$ cat config.mk
export PLATFORM = sky130hd
export DESIGN_NAME = operand_serializer
export DESIGN_NICKNAME = d
export VERILOG_FILES = /design/src/rtl/operand_serializer.sv
export SDC_FILE = /design/constraint.sdc
export NUM_CORES = 1
export LEC_CHECK = 0
export CAP_MARGIN = 20
export CELL_PAD_IN_SITES_DETAIL_PLACEMENT = 2
export CELL_PAD_IN_SITES_GLOBAL_PLACEMENT = 2
export CORE_ASPECT_RATIO = 1.5
export CORE_UTILIZATION = 31
export CTS_CLUSTER_DIAMETER = 120
export DETAILED_ROUTE_END_ITERATION = 12
export GPL_ROUTABILITY_DRIVEN = 0
export HOLD_SLACK_MARGIN = 0.08
export PLACE_DENSITY = 0.85
export SLEW_MARGIN = 0
export SYNTH_ARGS = -nofsm -noshare
export SYNTH_HDL_FRONTEND = slang
export SYNTH_SLANG_ARGS = --single-unit
$ cat constraint.sdc
create_clock -name clk -period 1.49 [get_ports clk]
set_input_delay 0.298 -clock clk [delete_from_list [all_inputs] [get_ports clk]]
set_output_delay 0.298 -clock clk [all_outputs]
set_load 0.03 [all_outputs]
$ cat src/rtl/operand_serializer.sv
// Operand serializer: latches an operand pair plus carry-in and emits both operands LSB first.
// Latency: bit 0 appears the cycle after acceptance, done pulses one cycle after bit WIDTH-1.
// Backpressure: in_ready is high only while idle; offers made at any other time are ignored.
module operand_serializer #(
   parameter int WIDTH = 8
) (
   input  logic             clk,
   input  logic             reset,
   input  logic             in_valid,
   output logic             in_ready,
   input  logic [WIDTH-1:0] op_a,
   input  logic [WIDTH-1:0] op_b,
   input  logic             cin_in,
   output logic             a_out,
   output logic             b_out,
   output logic             cin_out,
   output logic             bit_valid,
   output logic             first_bit,
   output logic             last_bit,
   output logic             done
);

   // one extra bit so the counter can represent WIDTH-1 for every legal WIDTH, including 1
   localparam int CW = $clog2(WIDTH) + 1;
   localparam logic [CW-1:0] LAST = CW'(WIDTH - 1);

   typedef enum logic [1:0] {IDLE, SHIFT, DONE} state_t;

   state_t           state, state_nxt;
   logic [WIDTH-1:0] sh_a, sh_b, sh_a_nxt, sh_b_nxt;
   logic [CW-1:0]    cnt, cnt_nxt, cnt_inc;
   logic             cin_nxt, a_nxt, b_nxt, valid_nxt, first_nxt, last_nxt, done_nxt, ready_nxt;

   // next-state and next-output logic; outputs are computed one cycle ahead so they can be registered
   always_comb begin
      state_nxt = state;
      sh_a_nxt  = sh_a;
      sh_b_nxt  = sh_b;
      cnt_nxt   = cnt;
      cnt_inc   = cnt + CW'(1);
      cin_nxt   = cin_out;
      a_nxt     = 1'b0;
      b_nxt     = 1'b0;
      valid_nxt = 1'b0;
      first_nxt = 1'b0;
      last_nxt  = 1'b0;
      done_nxt  = 1'b0;
      ready_nxt = 1'b0;
      case (state)
         IDLE: begin
            ready_nxt = 1'b1;
            if (in_valid) begin
               sh_a_nxt  = op_a;
               sh_b_nxt  = op_b;
               cnt_nxt   = '0;
               cin_nxt   = cin_in;
               state_nxt = SHIFT;
               ready_nxt = 1'b0;
               a_nxt     = op_a[0];
               b_nxt     = op_b[0];
               valid_nxt = 1'b1;
               first_nxt = 1'b1;
               last_nxt  = (LAST == '0);
            end
         end
         SHIFT: begin
            sh_a_nxt = sh_a >> 1;
            sh_b_nxt = sh_b >> 1;
            cnt_nxt  = cnt_inc;
            if (cnt == LAST) begin
               state_nxt = DONE;
               done_nxt  = 1'b1;
            end else begin
               // after the shift, bit 0 of the register is bit cnt+1 of the original operand
               a_nxt     = sh_a_nxt[0];
               b_nxt     = sh_b_nxt[0];
               valid_nxt = 1'b1;
               last_nxt  = (cnt_inc == LAST);
            end
         end
         DONE: begin
            state_nxt = IDLE;
            ready_nxt = 1'b1;
         end
         default: begin
            state_nxt = IDLE;
            ready_nxt = 1'b1;
         end
      endcase
   end

   // state, datapath and registered outputs; reset abandons any word in flight
   always_ff @(posedge clk or posedge reset) begin
      if (reset) begin
         state     <= IDLE;
         sh_a      <= '0;
         sh_b      <= '0;
         cnt       <= '0;
         cin_out   <= 1'b0;
         a_out     <= 1'b0;
         b_out     <= 1'b0;
         bit_valid <= 1'b0;
         first_bit <= 1'b0;
         last_bit  <= 1'b0;
         done      <= 1'b0;
         in_ready  <= 1'b1;
      end else begin
         state     <= state_nxt;
         sh_a      <= sh_a_nxt;
         sh_b      <= sh_b_nxt;
         cnt       <= cnt_nxt;
         cin_out   <= cin_nxt;
         a_out     <= a_nxt;
         b_out     <= b_nxt;
         bit_valid <= valid_nxt;
         first_bit <= first_nxt;
         last_bit  <= last_nxt;
         done      <= done_nxt;
         in_ready  <= ready_nxt;
      end
   end

endmodule

Yosys cells after proc, flatten, opt, wreduce, memory -nomap -nowiden:

Cells that the tools add are included.

* register bits after elaboration: 30
* output and inout bits: 8
* word-level logic and storage cells: 48

* add/subtract/negate cells: 1
* equality and inequality tests: 5
* muxes and demuxes: 25
* reductions and logical operators: 5

Operators by type and width (number)
* case mux 8 bit (2 select lines): 2
* 2-to-1 mux 8 bit: 2
* 2-to-1 mux 1 bit: 12
* equality test 4 x 3 -> 1 bit (second input constant): 2
* case mux 1 bit (2 select lines): 4
* case mux 4 bit (2 select lines): 1
* AND reduction 2 bit: 3
* adder 4 x 1 -> 4 bit (second input constant): 1
* 2-to-1 mux 2 bit: 2
* 2-to-1 mux 4 bit: 1
* inequality test 2 bit (second input constant): 2
* case mux 2 bit (2 select lines): 1
* equality test 2 x 1 -> 1 bit (second input constant): 1
* zero test 2 bit: 1
* nonzero test 2 bit: 1

Longest topological paths before layout:

Gate-level depths: netlist of run 1.

* depth in word-level cells: 4
* depth in mapped cells: 4

Worst setup path before layout of run 1:

No wires, ideal clock.

* kind: reg2reg
* start: register state[0]
* end: register cin_out
* data arrival time: 1142 ps
* data required time: 1365 ps
* slack: 223 ps
* stages on the path, launching flop included: 5
* buffers on the path: 1
* clock period less this slack: 1267 ps
* cell sequence: dfrtp_1 nor2b_2 nor2b_4 buf_6 mux2_4

* word-level cells in the longest chain between the ends: 2

RTL lines
* from (decl): line 29 `state_t state, state_nxt;`
* from (signal assigned): line 108 `state <= state_nxt;`
* zero test 2 bit: line 49 `case (state)`
* AND reduction 2 bit (no line)
* to (signal assigned): line 112 `cin_out <= cin_nxt;`
* to (decl): line 16 `output logic cin_out,`

Every way passes these cells.
A chain may end at the register's enable or synchronous reset.

Worst setup path in the final report of run 1:

* start: register state[0]
* end: register sh_a[2]

* word-level cells in the longest chain between the ends: 3
* elaborated cells between the ends (all ways): 6
* those cells by class: 2 x eq/ne; 1 x mux; 3 x reduce/logical

RTL lines
* equality test 2 x 1 -> 1 bit or zero test 2 bit (tied branches): line 49
* nonzero test 2 bit (no line) or inequality test 2 bit (tied branches)
* AND reduction 2 bit (no line)
* to (signal assigned): line 109 `sh_a <= sh_a_nxt;`
* to (decl): line 30 `logic [WIDTH-1:0] sh_a, sh_b, sh_a_nxt, sh_b_nxt;`

Several ways; a longest one is shown, not always the timed one.

==> results of run 1 <==
==> worst paths after layout <==
| kind | slack, ns | from | endpoint |
|---|---|---|---|
| min in group clk | 0.50 | sh_a[3] | sh_a[3] |
| min reg2reg | 0.50 | sh_a[3] | sh_a[3] |
| min | 0.37 | reset | sh_a[6] |
| max in group asynchronous | 0.81 | reset | in_ready |
| max | 0.13 | state[0] | sh_a[2] |
| max reg2reg | 0.13 | state[0] | sh_a[2] |
==> where the power goes <==
group / leakage, nW / internal [mW] / switching, mW
Sequential: 0.352 / 1.07 / 0.215
Clock: 0.0288 / 0.237 / 0.234
Combinational: 0.360 / 0.566 / 0.728
Total: 0.741 / 1.88 / 1.18
==> routing by layer <==
metal	global-route usage (%)	part of all wire, %
met1	19.1	39
met2	29.8	58
met3	1.72	1.9
met4	7.63	1.6
met5	0	0
==> cells in the mapped netlist <==
master    count  share of area (%)
dfstp_2       1                2.2
a31oi_2       1                1.0
a22o_2        4                3.3
o21bai_2      1               0.92
nand2b_1      1               0.51
xor2_1        1               0.72
buf_6         2                1.8
xnor2_1       1               0.72
or2_2         2                1.0
and2b_2       1               0.72
mux2i_1       9                7.4
mux2_4        1                1.2
buf_4         2                1.2
a21oi_1       3                1.2
nand2_1      15                4.6
inv_1         4                1.2
o21ai_0      15                6.1
nor2b_2       1               0.72
a22oi_1       3                1.8
nand3_1       1               0.41
and4_1        3                2.2
ha_1          2                2.0
dfrtp_1      27                 55
nor2b_4       1                1.1
buf_2         1               0.41
==> cell families (layout without fill, tap and decap cells) <==
| group | Yosys count | in the layout |
|---|---|---|
| buffers and inverters | 9 | 42 |
| AO/OA/AOI/OAI | 27 | 27 |
| flip-flops | 28 | 28 |
| AND/OR/NAND/NOR | 25 | 25 |
| XOR/XNOR | 2 | 2 |
| adder cells (fa/ha/maj) | 2 | 2 |
| multiplexers | 10 | 10 |
==> layout make-up <==
type                            count  share of cell area (%)
Inverter                            4                   0.939
Clock buffer                        4                    3.44
Sequential cell                    28                    43.9
Timing Repair Buffer               34                    19.5
Tap cell                           43                    3.36
Multi-Input combinational cell     66                    28.9
==> tightest hold or removal path, stage by stage <==
cell,delay (ns)
clkdlybuf4s50_1,0.40
inv_1,0.05
buf_4,0.32
==> sequential cells by signal (all words and copies together) (netlist names) <==
signal / flops
a_out: 1
b_out: 1
bit_valid: 1
cin_out: 1
cnt: 4
done: 1
first_bit: 1
in_ready: 1
last_bit: 1
sh_a: 7
sh_b: 7
state: 2
==> repair_timing <==
item / CTS / global route
setup endpoints to repair: 7 / 0
hold endpoints to repair: 0 / 0
gates resized for setup: 7 / 0
==> through the flow <==
step,TNS [ns],setup WS (ns)
after floorplan,0,0.223
after global placement,-0.107,-0.105
after detailed placement,-0.285,-0.159
after CTS,0,0.0938
after global routing,0,0.0465
final,0,0.134
==> flow_summary.toml, run 1 <==
[run_status]
status = "finished clean"

[route]
first_pass_iters = 3
drt_wl_total_um = 3030
ant_nets = 0
routed-via-count = 893
vias_per_cell = 4.99
wire_per_inst_um = 16.9
drc = 0
drt_iter0_drc = 5

[yosys]
ys_types = 25
synthXorXnorAreaFrac_pct = 1.43
synth.area.mux_share_pct = 8.61
yosys.area_share.simple_pct = 11.3
synth_compound_area_share_pct = 14.4
synth_cells = 103
syn_nets = 125
syn_area_per_cell_sq_um = 11.9
syn_area_sq_um = 1220
synthAdderAreaFrac_pct = 2.05
yosysWarningCount = 0
synth_top_family_by_area = "compound AO/OA/AOI/OAI gates"
yosysSeqAreaShare_pct = 57.5
ys_ff_latch = 28

[sta]
finalCritPeriodShare_pct = 91.0
worstMarginPinSlew_ns = 0.346
setup_viol = 0
period_needed_ns = 1.36
finalHoldViolations = 0
fin_worst_skew_ns = 0.00383
whs_ns = 0.373
slew_violations = 0
slew_headroom_pct = 76.9
fmax_mhz = 738
rsz0062_at_grt = "false"

[worst_setup_path]
crit_fanout = 7
cp-start-kind = "flip-flop"
crit_slowest_cell = "dfrtp_1"
worstRegToRegCells = 4
worst_setup_path_end_kind = "flip-flop"
max_stage_delay_ns = 0.48
path_cells = "nand2b_1, buf_4, mux2i_1, o21ai_0"
crit_family = "flip-flops"
critPathKind = "flip-flop to flip-flop"
required_ns = 1.64
path_buf_inv = 1
cp.depth = 4
arrival_ns = 1.51

[clock_tree]
cts_tree = "yes"
htreeDepth = 1
numCtsBuffers = 3
max-clock-path-buffers = 2
cts_setup_buffers = 0
cts.sinks = 28
clk_pin_slew_worst_paths_ns = 0.09
cts_root_buffer = "clkbuf_8"
clock_latency_ns = 0.28
cts_hold_buf = 0

[final_layout]
fill_cells = 417
nets = 159
layout_commonest_cell = "dfrtp_1"
final_area_sq_um = 1600
seq_area_sq_um = 702
drive_gt1_share_pct = 18.4
area_delta_synth_final_pct = 30.9
multi_input_area_sq_um = 462
mostFrequentLayoutCells = "dfrtp_1 (27), clkdlybuf4s50_1 (19), nand2_1 (15), o21ai_0 (15), mux2i_1 (9)"
fin_cells = 179
final_core_util_pct = 43.0
antenna_cells = 0

[placement]
dp_cells = 175
io_buffers = 27
placed_area_sq_um = 1550
post-dp-hpwl_um = 2270

[grt]
grt_pass1_wl_um = 5020
antenna_found_initial = 0
grt_pass1_vias = 1032
grtUsageTotal_pct = 16.7
grt-ovfl-total = 0
grt_max_degree = 29

[pwr]
pwr_density_cell_nw_per_um2 = 1910
irDropWorstVdd_uv = 867
power_mw = 3.05
p_leak_nw = 0.741

[floorplanning]
core.rowCount = 27
fp.coreArea_sq_um = 3720
die_w_um = 53.2
dieArea_sq_um = 4200
die_h_um = 78.9
initial_core_util_pct = 32.9
pin_count = 28

[worst_hold_path]
min_path_type = "primary input to asynchronous set/reset pin"

[run]
cap_violations = 0
(Power assumes the default switching activity.)
==> run 2: changes to the inputs <==
Settings changed: PLACE_DENSITY 0.85 to unset, PLACE_DENSITY_LB_ADDON set to 0.08.
==> flow_summary.toml, run 2 (synthesis gave the netlist of run 1 again) <==
[floorplanning]
pin_count = 28
die_w_um = 53.2
initial_core_util_pct = 32.9
dieArea_sq_um = 4200
core.rowCount = 27
die_h_um = 78.9
fp.coreArea_sq_um = 3720

[pwr]
p_leak_nw = 0.757
swShare_pct = 36.7
switching_power_mw = 1.12
p_seq_share_pct = 41.1
pwr-share-comb_pct = 43.7
internal_power_mw = 1.94
pwr_density_cell_nw_per_um2 = 1870
irDropWorstVdd_uv = 836
clock_power_share_pct = 15.2

[placement]
placed_area_sq_um = 1590
post-dp-hpwl_um = 2140
dp_cells = 177
dp_slack_ns = -0.154
io_buffers = 27

[sta]
setup_slack_ns = 0.141
slew_headroom_pct = 79.5
whs_ns = 0.376
finalCritPeriodShare_pct = 90.5
fmax_mhz = 741
finalHoldViolations = 0
worstMarginPinSlew_ns = 0.308
slew_violations = 0
period_needed_ns = 1.35
rsz0062_at_grt = "false"
setup_viol = 0
fin_worst_skew_ns = 0.00265

[grt]
grt_max_degree = 29
grtUsageTotal_pct = 15.1
grt_pass1_vias = 1027
antenna_found_initial = 0
grt_pass1_wl_um = 4760
grt-ovfl-total = 0

[clock_tree]
cts.sinks = 28
htreeDepth = 1
cts_tree = "yes"
clk_pin_slew_worst_paths_ns = 0.09
clock_latency_ns = 0.27
cts_root_buffer = "clkbuf_8"
max-clock-path-buffers = 2
numCtsBuffers = 3
cts_setup_buffers = 0

[worst_setup_path]
crit_fanout = 7
critPathLaunch = "in_valid"
rrSetupSlack_ns = 0.16
required_ns = 1.65
max_stage_delay_ns = 0.48
critPathKind = "primary input to flip-flop"
crit_path_end = "cin_out"
arrival_ns = 1.51
reg2reg_from = "state[1]"
path_cells = "clkdlybuf4s50_1, nor2b_2, nor2b_4, mux2_4"
worstRegToRegCells = 4
timing.rr.end = "sh_b[7]"
cp-start-kind = "primary input"
crit_slowest_cell = "clkdlybuf4s50_1"
worst_setup_path_end_kind = "flip-flop"

[route]
vias_per_cell = 4.90
drc = 0
wire_per_inst_um = 15.4
first_pass_iters = 4
drt_wl_total_um = 2790
routed-via-count = 886
ant_nets = 0
drt_iter0_drc = 9

[final_layout]
area_delta_synth_final_pct = 34.2
fin_cells = 181
multi_input_area_sq_um = 462
reg_top3 = "sh_a x7, sh_b x7, cnt x4"
drive_gt1_share_pct = 19.6
antenna_cells = 0
seq_area_sq_um = 702
fill_cells = 409
mostFrequentLayoutCells = "dfrtp_1 (27), clkdlybuf4s50_1 (19), nand2_1 (15), o21ai_0 (15), mux2i_1 (9)"
nets = 161
final_area_sq_um = 1640
layout_commonest_cell = "dfrtp_1"

[run_status]
status = "finished clean"

[worst_hold_path]
min_path_type = "primary input to asynchronous set/reset pin"

[run]
cap_violations = 0
==> run 2: cell types whose count changed in the layout (fill, tap and decap cells not counted), sizes merged <==
cell and delta:
buf +2
==> run 2: power by group through the flow <==
stage	Clock, mW	Combinational (mW)	Sequential [mW]
6_report	0.465	1.34	1.26
2_1_floorplan	0	0.775	1.40
5_1_grt	0.515	1.48	1.31
3_5_place_dp	0	1.43	1.29
3_3_place_gp	0	1.37	1.27
4_1_cts	0.488	1.38	1.27
==> run 2: worst min-delay path by stage <==
stage	endpoint	slack (ns)	depth (start not counted)
finish	b_out	0.38	3
global route	b_out	0.39	3
CTS	b_out	0.38	3
global placement	sh_a[2]	0.46	2
detailed placement	sh_b[6]	0.48	2
floorplan	a_out	0.36	1
==> run 2: metrics by stage <==
stage          power, mW  setup TNS [ns]  util (%)
6_report            3.07               0      44.1
5_1_grt             3.30               0      44.1
4_1_cts             3.14               0      44.1
3_5_place_dp        2.71          -0.282      42.9
3_3_place_gp        2.63         -0.0912      42.9
2_1_floorplan       2.18               0         -
==> run 2: layout make-up <==
| type | count | area share, % |
|---|---|---|
| clock buffers | 4 | 3.36 |
| inverters | 4 | 0.916 |
| multi-input cells | 66 | 28.2 |
| flip-flops and latches | 28 | 42.8 |
| well taps | 43 | 3.28 |
| repair buffers | 36 | 21.5 |
==> run 2: timing repair <==
action	in CTS	in global routing
hold buffers	0	0
gates resized for setup	7	0
endpoints found under the setup margin	7	0
endpoints found under the hold margin	0	0
==> run 2: layer usage <==
layer | share of wire [%] | up-vias | wire [um] | GRT usage (%)
met5 | 0 | - | 0 | 0
met4 | 0.68 | 0 | 19 | 3.95
met1 | 41 | 446 | 1140 | 17.9
met3 | 2.7 | 2 | 75 | 1.72
met2 | 56 | 15 | 1560 | 27.4
li1 | - | 423 | - | -
==> run 2: worst max-delay path: cells and delay by family <==
| family | cells | cell delay (ns) |
|---|---|---|
| buf+inv | 1 | 0.48 |
| simple gates | 2 | 0.41 |
| mux | 1 | 0.31 |
==> run 3: changes to the inputs <==
Settings changed: PLACE_DENSITY_LB_ADDON 0.08 to 0.1.
==> flow_summary.toml, run 3 (synthesis gave the netlist of run 1 again) <==
[worst_setup_path]
crit_family = "buffers and inverters"
path_cells = "dlygate4sd2_1"
critPathKind = "flip-flop to primary output"
required_ns = 1.19
arrival_ns = 1.02
cp-start-kind = "flip-flop"
max_stage_delay_ns = 0.39
worst_setup_path_end_kind = "primary output"
crit_slowest_cell = "dlygate4sd2_1"
path_buf_inv = 1
crit_fanout = 2

[run]
cap_violations = 0

[route]
first_pass_iters = 4
routed-via-count = 884
vias_per_cell = 4.94
drt_iter0_drc = 11
ant_nets = 0
wire_per_inst_um = 15.3
drt_wl_total_um = 2730
drc = 0

[grt]
use_met1_pct = 19.2
grtUsageTotal_pct = 15.0
grt-ovfl-total = 0
grt-busiest-layer = "met2"
grt_max_degree = 29
antenna_found_initial = 0
grt_pass1_wl_um = 4610
use_met2_pct = 25.3
grt_pass1_vias = 949
use_met3_pct = 2.68

[worst_hold_path]
min_path_type = "primary input to asynchronous set/reset pin"

[floorplanning]
dieArea_sq_um = 4200
pin_count = 28
die_h_um = 78.9
die_w_um = 53.2
core.rowCount = 27
initial_core_util_pct = 32.9
fp.coreArea_sq_um = 3720

[clock_tree]
clock_latency_ns = 0.28
htreeDepth = 1
max-clock-path-buffers = 2
cts_hold_buf = 0
cts_root_buffer = "clkbuf_8"
numCtsBuffers = 3
clk_pin_slew_worst_paths_ns = 0.10
cts_tree = "yes"
cts.sinks = 28

[pwr]
pwr_density_cell_nw_per_um2 = 1930
pwr-share-comb_pct = 40.8
power_mw = 3.17
swShare_pct = 36.0
switching_power_mw = 1.14
irDropWorstVdd_uv = 1060
p_seq_share_pct = 40.2
clock_power_share_pct = 19.0
internal_power_mw = 2.03
p_leak_nw = 0.755

[sta]
finalCritPeriodShare_pct = 88.6
period_needed_ns = 1.32
slew_violations = 0
finalHoldViolations = 0
fin_worst_skew_ns = 0.00315
rsz0062_at_grt = "false"
setup-tns-final_ns = 0
setup_viol = 0
slew_headroom_pct = 80.0
worstMarginPinSlew_ns = 0.301
fmax_mhz = 758

[final_layout]
drive_gt1_share_pct = 18.4
layout_commonest_cell = "dfrtp_1"
area_delta_synth_final_pct = 34.3
nets = 159
antenna_cells = 0
mostFrequentLayoutCells = "dfrtp_1 (27), clkdlybuf4s50_1 (19), nand2_1 (15), o21ai_0 (15), mux2i_1 (9)"
fin_cells = 179
reg_top3 = "sh_a x7, sh_b x7, cnt x4"
final_area_sq_um = 1640
fill_cells = 410

[placement]
dp_cells = 175
io_buffers = 27
placed_area_sq_um = 1580
post-dp-hpwl_um = 2040

[run_status]
status = "finished clean"
## run 3: cell types whose count changed in the layout (fill, tap and decap cells not counted)
cell and delta:
buf_4 -2, bufinv_16 +1, clkbuf_8 -1
## run 3: through the flow
step                      worst slack [ns]  hold WS, ns  utilization, %
after floorplan                      0.223        0.363               -
after global placement             -0.0915        0.463            42.5
after detailed placement            -0.137        0.481            42.5
after CTS                            0.149        0.384            44.1
after global routing                0.0806        0.398            44.1
final                                0.170        0.382            44.1
## run 3: power groups by stage
stage          Sequential [mW]  Combinational, mW  Clock [mW]
6_report                  1.27               1.29       0.604
5_1_grt                   1.32               1.45       0.644
4_1_cts                   1.28               1.33       0.626
3_3_place_gp              1.28               1.31           0
2_1_floorplan             1.40              0.775           0
3_5_place_dp              1.30               1.37           0
## run 3: final cells by class
cell class                 instances  area [sq um]  area share, %
sequential                        28           702           42.8
multi-input combinational         66           462           28.1
timing repair buffer              34           337           20.5
tap                               43          53.8           3.28
clock buffer                       3          41.3           2.52
clock inverter                     1          30.0           1.83
inverter                           4          15.0          0.915
## run 3: timing repair
action,CTS,global route
endpoints found under the setup margin,7,0
setup buffers,0,0
resized for setup,7,0
## run 3: layer usage
layer / share of wire [%] / vias up / routed length (um)
met3: 4.3 / 4 / 118
met1: 41 / 440 / 1120
met4: 1.1 / 0 / 29
met2: 53 / 20 / 1460
li1: - / 420 / -
met5: 0 / - / 0
## run 3: path summary, 6_finish.rpt
| kind | start | end | slack [ns] | cells after the start |
|---|---|---|---|---|
| worst max-delay path | cin_out | cin_out | 0.17 | 1 |
| worst min-delay path | reset | bit_valid | 0.38 | 3 |
| worst max register to register | state[0] | cin_out | 0.19 | 3 |
| worst min register to register | sh_b[6] | sh_b[6] | 0.49 | 2 |
| max in group asynchronous | reset | in_ready | 0.88 | 3 |
| min in group clk | sh_b[6] | sh_b[6] | 0.49 | 2 |
